File: config.mk
export PLATFORM = sky130hd
export DESIGN_NAME = mips_ifetch
export DESIGN_NICKNAME = d
export VERILOG_FILES = /design/src/rtl/mips_ifetch.sv
export SDC_FILE = /design/constraint.sdc
export NUM_CORES = 1
export LEC_CHECK = 0
export BUFFER_PORTS_ARGS = -buffer_cell sky130_fd_sc_hd__buf_2
export CORE_AREA = 2 2 124 90
export DETAILED_ROUTE_END_ITERATION = 8
export DIE_AREA = 0 0 126 92
export GPL_ROUTABILITY_DRIVEN = 0
export PLACE_DENSITY_LB_ADDON = 0.12
export SLEW_MARGIN = 25
export SYNTH_ARGS = -nofsm -noshare
export SYNTH_HDL_FRONTEND = slang
export SYNTH_SLANG_ARGS = --single-unit
File: constraint.sdc
create_clock -name clk -period 4.9 [get_ports clk]
set_input_delay 0.49 -clock clk [delete_from_list [all_inputs] [get_ports clk]]
set_output_delay 0.49 -clock clk [all_outputs]
set_load 0.01 [all_outputs]
File: src/rtl/mips_ifetch.sv
// MIPS instruction-fetch stage: PC register, request/ack fetch FSM and next-PC selection.
// Optional IFETCH_PERF_EN macro adds retired-instruction and fetch-stall counters.
//
// state    | meaning
// ST_RESET | held in reset; PC = RESET_PC, no request
// ST_FETCH | imem_req high at pc, waiting for imem_ack
// ST_EXEC  | instruction valid, waiting for exec_done to load next PC
module mips_ifetch #(
    parameter logic [31:0] RESET_PC = 32'h0000_0000
) (
    input  logic        clk,
    input  logic        rst_n,
    output logic        imem_req,
    output logic [31:0] imem_addr,
    input  logic        imem_ack,
    input  logic [31:0] imem_rdata,
    input  logic        exec_done,
    input  logic        branch,
    input  logic        jump,
    input  logic        zero,
    output logic [31:0] instr,
    output logic [5:0]  op,
    output logic        instr_valid,
    output logic [31:0] pc,
`ifdef IFETCH_PERF_EN
    output logic [31:0] pc_plus4,
    output logic [31:0] retired_cnt,
    output logic [31:0] fetch_stall_cnt
`else
    output logic [31:0] pc_plus4
`endif
);

    localparam logic [1:0] ST_RESET = 2'd0;
    localparam logic [1:0] ST_FETCH = 2'd1;
    localparam logic [1:0] ST_EXEC  = 2'd2;

    localparam logic [31:0] PC_INIT = RESET_PC & ~32'd3;

    logic [1:0]  state;
    logic [31:0] next_pc;
    logic [31:0] br_off;

    // Request is decoded from the async-reset state register, so it drops with rst_n.
    assign imem_req  = (state == ST_FETCH);
    assign imem_addr = pc;
    assign op        = instr[31:26];
    assign pc_plus4  = pc + 32'd4;

    always_comb begin
        br_off = {{14{instr[15]}}, instr[15:0], 2'b00};
        if (jump) begin
            next_pc = {pc_plus4[31:28], instr[25:0], 2'b00};
        end else if (branch && zero) begin
            next_pc = pc_plus4 + br_off;
        end else begin
            next_pc = pc_plus4;
        end
    end

    always_ff @(posedge clk or negedge rst_n) begin
        if (!rst_n) begin
            state       <= ST_RESET;
            pc          <= PC_INIT;
            instr       <= 32'd0;
            instr_valid <= 1'b0;
        end else begin
            case (state)
                ST_RESET: state <= ST_FETCH;
                ST_FETCH: begin
                    if (imem_ack) begin
                        instr       <= imem_rdata;
                        instr_valid <= 1'b1;
                        state       <= ST_EXEC;
                    end
                end
                ST_EXEC: begin
                    if (exec_done) begin
                        pc          <= next_pc;
                        instr_valid <= 1'b0;
                        state       <= ST_FETCH;
                    end
                end
                default: state <= ST_RESET;
            endcase
        end
    end

`ifdef IFETCH_PERF_EN
    always_ff @(posedge clk or negedge rst_n) begin
        if (!rst_n) begin
            retired_cnt     <= 32'd0;
            fetch_stall_cnt <= 32'd0;
        end else begin
            if (state == ST_EXEC && exec_done) begin
                retired_cnt <= retired_cnt + 32'd1;
            end
            if (state == ST_FETCH && !imem_ack) begin
                fetch_stall_cnt <= fetch_stall_cnt + 32'd1;
            end
        end
    end
`endif

endmodule

==> impl_results.md <==
- Outcome: finished clean
- Die Width: 126 µm
- Critical Path Source Type: flip-flop
- Largest family of logic cells by synthesized area: compound AO/OA/AOI/OAI gates
- Reg-to-reg endpoint: imem_addr[31]
- Layout cells sized above 1: 32.1%
- Synth unique cells: 57
- CP startpoint: imem_addr[2]
- Mux contribution to synthesized area: 7.38%
- Inserted Diodes: 0
- Filler Cell Count: around 960
- # resized after CTS: 0
- Relative slew slack: 32.3%
- Flop and latch count out of synthesis: 65
- CP Class: reg -> reg
- Clock period minus worst slack: 4.41 ns
- CP Capture Type: flip-flop
- Max VDD drop: 327 µV
- Simple-gate share of the synthesized area: 14.8%
- Post-Synth Adder-Cell Area: 9.58%
- Crit path max fanout: 7
- Critical Path End: imem_addr[31]
- CP max-delay cell: dfrtp_1
- Total Routed Length: 15100 µm
- Core Area: 0.0106 mm²
- Setup bufs post-CTS: 0
- Root buffer cell: clkbuf_16
- Hold Worst Slack: 0.372 ns
- Worst-margin pin slew: 1.02 ns
- Die Y: 92 µm
- Largest stage delay, worst path: 0.44 ns
- CTS clk-pin slew, worst paths: ~0.06 ns
- Vias in the first global route: roughly 4600
- Num ports: 175
- Row cnt: 32
- CTS H-tree lvls: 3
- Layout area overhead: 19.1%
- Total gr overflow: 0
- Cts bufs inserted: 9
- Dpl hpwl: 11000 µm
- Post-synthesis compound-gate area fraction: 20.1%
- Flop2flop setup slack: 0.49 ns
- Crit-path cells: ha_1 -> and4_1 -> nand3_1 -> or2_2 -> inv_1 -> and3_1 -> xor2_1 -> ha_1 -> a21o_1 -> a21o_1 -> a21o_1 -> o211ai_1 -> a22oi_2 -> a311oi_2 -> xnor2_1 -> and3_1 -> o31ai_2
- Initial antenna violation count: 0
- Clk buf depth: 2
- Input/output buffers: roughly 170
- CTS tree: done
- Vias: around 5000
- Max cap viols: 0
- Post-Syn Area: 0.00531 mm²
- Gr usage total: 25.8%
- Largest net degree at the start of global routing: 66
- Worst path depth: 17
- Initial DRC Count: 330
- First-pass GRT wire length: 24000 µm
- Yosys Warn Count: 0
- Max Clock Freq: 227 MHz
- Final Hold Vio Count: 0
- Count of final setup violators: 0
- Power per cell area: 844 mW/mm²
- Initial Util: between 50% and 60%
- TNS Setup: 0 ns
- Syn Area/Cell: 8.74 µm²
- Synth Area in XOR/XNOR: just under 9%
- Delay-heaviest family, CP: compound AO/OA/AOI/OAI gates
- Worst-Skew Late Latency: about 0.33 ns
- Hold buffers post-CTS: 0
- Seq/Total Area, Yosys: 30.7%
- Worst reg2reg path depth: 17
- Clk_skew: 0.0128 ns
- Vias per cell: 5.71
- Crit path arrival time: 4.65 ns
- Ys async rst share: 100%
- Cells after Synth: slightly above 600
- DR WL/cell: roughly 17 µm
- Most used cell, CP: a21o_1
- Critical Path RT: 5.15 ns
- Worst min path class: in -> async
- ANT nets after route: 0
- RSZ-0062 raised after global routing: no
- Sum of buffers and inverters on the critical path: 1
- DR pass1 iterations: 7
- Fin crit share: between 80% and 90%
- Top FF cell, synth: dfrtp_1
- Post-synth EDFFs: 0
- R2R Path Start: imem_addr[2]
- NumNets Final: 813
- Clk sinks: 65
- Post-route DRC: 0
- Leakage: 0.00315 µW
- Fin. max-slew vios: 0
- Die ar.: approximately 0.012 mm²
power breakdown:
group	switching (µW)	internal, µW
combinational	1930	1520
sequential	357	797
clock	240	485
total	2530	2800
stage by stage:
step	utilization [%]	instance area [µm²]	setup WS [ns]	power (µW)	std cells
detailed placement	56.6	5990	0.594	4560	859
CTS	59.8	6320	0.537	5310	874
global route	59.8	6320	0.272	5750	874
floorplan	-	5320	0.805	3680	612
finish	59.8	6320	0.495	5330	874
global placement	56.6	5990	0.760	4460	859
cell usage after synthesis, types with 2 or more instances:
master	n	area, µm²
nor3_1	7	35.0
nand2_1	70	263
and2_1	3	18.8
mux2_2	32	360
a21o_1	21	158
clkbuf_1	16	60.1
xor2_1	14	123
nor2_1	45	169
a21oi_1	45	225
and3_1	6	37.5
o31ai_1	3	22.5
o211ai_1	6	45.0
a21oi_2	3	26.3
or3_1	6	37.5
nand4_1	9	56.3
a31oi_1	10	62.6
ha_1	39	488
nand3_1	15	75.1
buf_4	42	315
o211a_1	3	30.0
or2_2	2	12.5
nand2b_1	3	18.8
buf_1	4	15.0
o21a_1	3	22.5
o21ai_0	31	155
o21bai_1	5	37.5
dfrtp_1	65	1630
o221ai_1	3	26.3
a211oi_1	7	52.6
inv_1	15	56.3
mux2i_1	2	20.0
and4_1	5	43.8
a311oi_1	3	26.3
o22ai_1	3	18.8
xnor2_1	39	342
kinds of logic after synthesis:
group / count (synthesis)
adder cells (fa/ha/maj): 40
AND/OR/NAND/NOR: 174
other: 1
flip-flops: 65
XOR/XNOR: 53
AO/OA/AOI/OAI: 160
multiplexers: 35
buffers and inverters: 79
worst min-delay path by stage:
stage	to	startpoint	slack, ns
after floorplan	imem_addr[10]	rst_n	0.19
after global routing	instr[26]	imem_rdata[26]	0.39
after detailed placement	instr_valid	instr_valid	0.47
final	instr[10]	rst_n	0.37
after global placement	instr_valid	instr_valid	0.48
after CTS	instr[25]	imem_rdata[25]	0.38
placed cells by master (no fill, tap or decap), types with 6 or more instances in the layout:
| master | synthesis | routed |
|---|---|---|
| clkbuf_16 | 0 | 9 |
| or3_1 | 6 | 6 |
| o21ai_0 | 31 | 31 |
| a21o_1 | 21 | 21 |
| a211oi_1 | 7 | 7 |
| nand3_1 | 15 | 15 |
| xor2_1 | 14 | 14 |
| nor3_1 | 7 | 7 |
| and3_1 | 6 | 6 |
| nor2_1 | 45 | 45 |
| nand2_1 | 70 | 70 |
| buf_2 | 1 | 168 |
| buf_4 | 42 | 7 |
| ha_1 | 39 | 39 |
| conb_1 | 1 | 6 |
| a31oi_1 | 10 | 10 |
| nand4_1 | 9 | 9 |
| o211ai_1 | 6 | 6 |
| inv_1 | 15 | 15 |
| dfrtp_1 | 65 | 65 |
| xnor2_1 | 39 | 39 |
| a21oi_1 | 45 | 45 |
| mux2_2 | 32 | 32 |
layout make-up:
class                           instances  area, µm²  share of cell area, %
Multi-Input combinational cell        468       3240                   51.3
Sequential cell                        65       1630                   25.7
Timing Repair Buffer                  175        893                   14.1
Clock buffer                           13        270                   4.28
Tap cell                              136        170                   2.69
Clock inverter                          2       60.1                  0.951
Inverter                               15       56.3                  0.891
worst reg2reg max path, stage by stage, from the launching register on:
cell	delay, ns
dfrtp_1	0.44
ha_1	0.25
and4_1	0.28
nand3_1	0.28
or2_2	0.38
inv_1	0.09
and3_1	0.18
xor2_1	0.25
ha_1	0.36
a21o_1	0.20
a21o_1	0.17
a21o_1	0.22
o211ai_1	0.22
a22oi_2	0.16
a311oi_2	0.31
xnor2_1	0.12
and3_1	0.20
o31ai_2	0.20
state kept, by name, indices dropped and copies added (netlist names):
name	flops
instr_valid	1
instr	32
state	2
imem_addr	30
metal layers:
metal | GRT usage, % | vias to the layer above | part of all wire (%)
met1 | 36.5 | 2352 | 46
met5 | 0 | - | 0
met3 | 6.13 | 26 | 8.9
li1 | - | 2369 | -
met4 | 7.88 | 0 | 1.6
met2 | 39.1 | 244 | 44
No activity file was read; power rests on OpenSTA's default activity.
